### src/rtl/regfile_write_arbiter.sv
// regfile_write_arbiter: round-robin write arbiter with locked bursts onto four 8-bit registers.
// Define REGFILE_WRITE_ARBITER_ADD_OP_EN to enable the add operation; otherwise every commit is a write.
module regfile_write_arbiter #(
   parameter int NREQ     = 3,
   parameter int LOCK_MAX = 8
) (
   input  logic                clk,
   input  logic                rst,
   input  logic [NREQ-1:0]     req,
   input  logic [NREQ-1:0]     lock,
   input  logic [2*NREQ-1:0]   sel,
   input  logic [NREQ-1:0]     op,
   input  logic [8*NREQ-1:0]   wdata,
   output logic [NREQ-1:0]     ack,
   output logic [7:0]          a,
   output logic [7:0]          b,
   output logic [7:0]          c,
   output logic [7:0]          d
);
   typedef enum logic {ARB, LOCKED} state_t;
   state_t state, nstate;
   logic [1:0] ptr, nptr, owner, nowner, gidx, rsel;
   logic [7:0] count, ncount, wd, nv;
   logic [NREQ-1:0] excl, nexcl, cand, own_oh, g_oh;
   logic [7:0] regs [4];
   logic found, last;
   assign own_oh = NREQ'(1) << owner;
   assign cand   = (state == LOCKED) ? (req & own_oh) : (req & ~excl);
   // lowest candidate overall, overridden by the lowest candidate at or after ptr
   always_comb begin
      found = 1'b0;
      gidx  = 2'd0;
      for (int i = NREQ-1; i >= 0; i--) if (cand[i]) begin
         found = 1'b1;
         gidx  = 2'(i);
      end
      for (int i = NREQ-1; i >= 0; i--) if (cand[i] && 2'(i) >= ptr) gidx = 2'(i);
   end
   assign g_oh = found ? (NREQ'(1) << gidx) : '0;
   assign ack  = rst ? '0 : g_oh;
   assign rsel = sel[2*gidx +: 2];
   assign wd   = wdata[8*gidx +: 8];
   assign last = (count + 8'd1) == 8'(LOCK_MAX);
`ifdef REGFILE_WRITE_ARBITER_ADD_OP_EN
   assign nv = |(op & g_oh) ? regs[rsel] + wd : wd;
`else
   logic unused_op;
   assign unused_op = ^op;
   assign nv = wd;
`endif
   always_comb begin
      nstate = state;
      nowner = owner;
      ncount = count;
      nptr   = ptr;
      nexcl  = '0;
      if (state == ARB) begin
         if (found) begin
            nptr = (gidx == 2'(NREQ-1)) ? 2'd0 : gidx + 2'd1;
            if (|(lock & g_oh)) begin
               if (LOCK_MAX == 1) nexcl = g_oh;
               else begin
                  nstate = LOCKED;
                  nowner = gidx;
                  ncount = 8'd1;
               end
            end
         end
      end else if (!found || !(|(lock & own_oh)) || last) begin
         nstate = ARB;
         ncount = 8'd0;
         nexcl  = (found && last) ? g_oh : '0;
      end else ncount = count + 8'd1;
   end
   always_ff @(posedge clk) begin
      if (rst) begin
         state <= ARB;
         ptr   <= 2'd0;
         owner <= 2'd0;
         count <= 8'd0;
         excl  <= '0;
         for (int i = 0; i < 4; i++) regs[i] <= 8'd0;
      end else begin
         state <= nstate;
         ptr   <= nptr;
         owner <= nowner;
         count <= ncount;
         excl  <= nexcl;
         if (found) regs[rsel] <= nv;
      end
   end
   assign a = regs[0];
   assign b = regs[1];
   assign c = regs[2];
   assign d = regs[3];
endmodule

### config.mk
export PLATFORM = sky130hd
export DESIGN_NAME = regfile_write_arbiter
export DESIGN_NICKNAME = d
export VERILOG_FILES = /design/src/rtl/regfile_write_arbiter.sv
export SDC_FILE = /design/constraint.sdc
export NUM_CORES = 1
export LEC_CHECK = 0
export CORE_ASPECT_RATIO = 0.6
export CORE_MARGIN = 1
export CORE_UTILIZATION = 42
export DETAILED_ROUTE_END_ITERATION = 8
export PLACE_DENSITY = 0.79
export SETUP_SLACK_MARGIN = 0.2
export SLEW_MARGIN = 20
export SYNTH_ARGS = -nofsm -noshare
export SYNTH_HDL_FRONTEND = slang
export SYNTH_SLANG_ARGS = --single-unit
### constraint.sdc
create_clock -name clk -period 3.1 [get_ports clk]
set_clock_uncertainty 0.05 [all_clocks]
set_input_delay 0.62 -clock clk [delete_from_list [all_inputs] [get_ports clk]]
set_output_delay 0.62 -clock clk [all_outputs]
set_load 0.005 [all_outputs]
# --- Word level (Yosys, flattened, before mapping) ---
# Memories as Yosys holds them, arrays and structs flattened.
# Cells that the tools add are included.
classes:
  shift: 4
  n_eq_ne: 2
  mux: 29
  magnitude_cmp: 3
  addsub: 2
  n_reduce_logical: 17
  bitwise_logic: 8
op_table:
  columns: ["operator", "count"]
  rows:
  - ["$mux W8", 5]
  - ["$shiftx A24 B6 Y8", 1]
  - ["$mux W2", 8]
  - ["$mux W1", 13]
  - ["$and A3 B3 Y3", 4]
  - ["$mux W3", 3]
  - ["$add A8 B1 Y8 const B", 1]
  - ["$eq A8 B4 Y1 const B", 1]
  - ["$reduce_or A8 Y1", 1]
  - ["$reduce_or A3 Y1", 2]
  - ["$shiftx A6 B4 Y2", 1]
  - ["$shl A1 B2 Y3 const A", 2]
  - ["$ge A1 B2 Y1 const A", 2]
  - ["$logic_and A1 B1 Y1", 4]
  - ["$reduce_and A2 Y1", 2]
  - ["$reduce_bool A2 Y1", 2]
  - ["$reduce_or A4 Y1", 1]
  - ["$not A1 Y1", 3]
  - ["$not A3 Y3", 1]
  - ["$reduce_and A3 Y1", 1]
  - ["$add A2 B1 Y2 const B", 1]
  - ["$eq A2 B2 Y1 const B", 1]
  - ["$ge A2 B2 Y1 const A", 1]
  - ["$logic_not A1 Y1", 2]
  - ["$logic_or A1 B1 Y1", 2]
word_totals:
  inputBits: 41
  out_inout_bits: 35
  mem_bits_rw: 32
  memories: 1
  register_bits: 16
  elab_cells: 71
mem_list:
  columns: ["memory", "words", "width", "read_ports", "rd_ports_with_merged_regs", "write_ports", "line", "text"]
  rows:
  - ["regs", 4, 8, 4, 0, 4, "25", "logic [7:0] regs [4];"]

# --- Depth between registers and ports, before layout ---
# Gate-level depths: netlist of run 1.
logic_depth:
  word_depth: 16
  mapped_depth: 9
  ltp_nobuf: 6

# --- Worst setup path after synthesis of run 1 ---
# No wires, ideal clock.
synth_path:
  path_type: "input to register"
  start: "input port req[1]"
  end: "memory regs[0][0] (enable)"
  t_arrival_ns: 2.643
  required_time_ns: 2.666
  slack_ns: 0.023
  setup_ns: 0.384
  cell_stages: 7
  n_path_buf: 1
  cell_sequence: "or3b_1 -> and2_4 -> o221a_4 -> a22o_1 -> or2_1 -> buf_2 -> o21ai_0"
synth_rtl:
  columns: ["element", "line", "text"]
  rows:
  - ["start: declaration", "9", "input logic [NREQ-1:0] req,"]
  - ["end: declaration", "25", null]

==> results.toml, run 1 <==
[setup_path]
r2r_cells = 9
r2r_setup_slack_ns = 0.41
path_common_cell = "buf_4"
cp.required_ns = 3.07
cp_data_arrival_time_ns = 2.75
worstPathMaxFanout = 8
critPathKind = "in -> reg"
cp_slowest_cell = "clkdlybuf4s50_1"
critPathBufInv = 4
rr_endpoint = "regs[0][0]"
critPathLaunch = "req[0]"
cp_cell_sequence = "clkdlybuf4s50_1, o21ai_2, o2111a_1, buf_6, a22o_1, buf_4, or2_1, o21ai_1, buf_4"
slowest_delay_ns = 0.55
worst_setup_path_end_kind = "register"
crit_family = "buffers and inverters"
start_kind = "input port"
reg2reg_from = "state"

[die]
rows = 21
io_pins = 76
dieArea_um2 = 6130
start_util = 0.436
coreArea_um2 = 5600
die_h_um = 61.0
die_w_um = 100

[finish]
area_growth_pct = 51.3
antenna_cells = 0
fin_util = 0.660
nets = 373
drive_above_1_share = 0.229
final_area_um2 = 3690

[grt]
grt_pass1_vias = 1918
grt_max_degree = 17
grt_usage = 0.218
gr-total-overflow = 0
grt_pass1_wl_um = 9770
antenna_found_initial = 0

[logic_synthesis]
yosysTopAreaCellShare = 0.394
synth_flop_cell = "edfxtp_1"
syn_area_per_cell_um2 = 10.7
yosysTopAreaCell = "edfxtp_1"
yosysSeqAreaShare = 0.525
synth_nets = 269
synthTopCellsByArea = "edfxtp_1, dfxtp_1, a22o_1"
async_flop_share = 0
synth_top_cells_by_count = "edfxtp_1, nor2_1, dfxtp_1, nand3_1, nor3_1"
syn_area_um2 = 2440
synth_edf_count = 32
yosys.cell_types.count = 56
synth_cells = 227
post-synth-top-count-cell = "edfxtp_1"
ys_seq_elements = 48
ys_warn_count = 0

[power]
vdd_drop_max_mv = 0.349
p_leak_uw = 0.00138
powerDensity_nw_per_um2 = 573

[clocking]
numClockSinks = 48
postCtsSetupRepairBufs = 0
postCtsHoldBufs = 0
clk_pin_slew_worst_paths_ns = 0.09
cts_tree = "done"
cts_buffers = 5
clkLatencyLatePin_ns = 0.30
cts_max_path_buffers = 2
root_buffer = "clkbuf_8"
cts_max_level = 2

[timing]
rsz0062_at_grt = "false"
tightest_slew_ns = 0.821
hold-worst-slack_ns = 0.469
setup_violations = 0
maxSlewHeadroom = 0.446
fin_crit_sh = 0.897
hold_viol = 0
slew_viol_final = 0
max_freq_mhz = 360
layout_min_cycle_time_ns = 2.78

[route]
via_per_inst = 5.65
route.detailed.drc = 0
drtPass1Iterations = 5
drt_wl_total_um = 6840
ant_nets = 0
num_vias = 2328
drt-initial-drc-count = 175
wl_per_cell_um = 16.6

[worst_hold_path]
holdPathStages = 1
hold_start = "count[1]"
hold_class = "reg -> reg"
whs_endpoint = "count[1]"

[placed_design]
dp_hpwl_um = 5160
port_buffers = 72
gp_congestion = 0.876
placed_area_um2 = 3480

[run]
drv_cap = 0

[outcome]
status = "complete, no violations"
[flip-flops by register name, summed over array words and instances (netlist names)]
name and count:
owner 2, regs 32, count 8, excl 3, ptr 2, state 1
[metrics by stage]
step                total power [uW]  cells  worst slack (ns)  setup TNS, ns
CTS                             2070    412            0.0947              0
detailed placement              1600    404            -0.269          -6.05
finish                          2110    412             0.320              0
floorplan                       1190    227             0.243              0
global placement                1590    404            -0.247          -6.64
global route                    2210    412             0.280              0
[cell families (layout without fill, tap and decap cells)]
logic type                 after synthesis  after routing  synth area share
and+or+nand+nor                         97             97             0.226
muxes                                    3              3            0.0123
DFF                                     48             48             0.525
adders and majority gates                1              1           0.00513
AOI/OAI and AO/OA                       59             59             0.188
xor gates and xnor gates                 3              3            0.0108
buffers and inverters                   16            121            0.0323
[report_power, final]
group / leakage [uW] / total, uW / switching, uW / internal [uW]
combinational: 0.000858 / 817 / 406 / 411
sequential: 0.000465 / 836 / 48.1 / 788
clock: 0.0000548 / 462 / 218 / 243
[worst max-delay path by stage]
stage / endpoint / slack [ns] / cells after the start
2_1_floorplan: regs[0][0] / 0.24 / 7
3_3_place_gp: ack[0] / -0.25 / 6
3_5_place_dp: ack[0] / -0.27 / 6
4_1_cts: ack[0] / 0.09 / 6
5_1_grt: regs[0][7] / 0.28 / 9
6_report: regs[0][0] / 0.32 / 9
[worst register-to-register path: stages (launching register included)]
cell      delay [ns]
dfxtp_2         0.48
nor3b_2         0.30
o21ai_2         0.15
o2111a_1        0.31
buf_6           0.17
a22o_1          0.26
buf_4           0.15
or2_1           0.25
o21ai_1         0.12
buf_4           0.18
[metal layers]
metal  GRT usage  wire [um]  vias up
met4      0.0621        103        0
met2       0.307       2990      129
met5           0          0        -
met3      0.0602        657       11
li1            -          -     1081
met1       0.327       3090     1107
[cell usage in the layout (no fill, tap or decap), drive strengths merged, types with 2 or more instances in the layout]
cell            n
o21ai          10
nor3b           2
a22o           10
clkdlybuf4s50  68
o21a            2
a21oi          11
a31oi           4
edfxtp         32
and2            4
nand4           2
buf            35
nand3b          3
a21o            3
nor4            5
o211ai          3
or2             2
nor3           20
o311ai          2
mux2i           3
nand2           9
and3            5
nor2b           3
inv             7
nor2           23
clkbuf          6
nand3          12
or3             2
xnor2           2
dfxtp          16
a22oi           4
[repair_timing]
item                       in CTS  in global routing
gates resized for setup        13                 15
pin swaps                       3                  5
setup endpoints to repair      20                 60
[layout make-up]
class,instances,area [um2]
multi-input combinational,163,1170
fill,414,1910
clock inverter,3,46.3
sequential,48,1280
tap,80,100
timing repair buffer,107,1000
clock buffer,5,68.8
inverter,6,22.5
No activity file was read; power rests on OpenSTA's default activity.
==> inputs of run 2 (changes only) <==
--- a/config.mk
+++ b/config.mk
@@ -11,6 +11,7 @@
 export DETAILED_ROUTE_END_ITERATION = 8
 export PLACE_DENSITY = 0.79
 export SETUP_SLACK_MARGIN = 0.2
+export SKIP_LAST_GASP = 1
 export SLEW_MARGIN = 20
 export SYNTH_ARGS = -nofsm -noshare
 export SYNTH_HDL_FRONTEND = slang
==> results of run 2 <==
Final layout, timing and power as in run 1 (identical DEF).
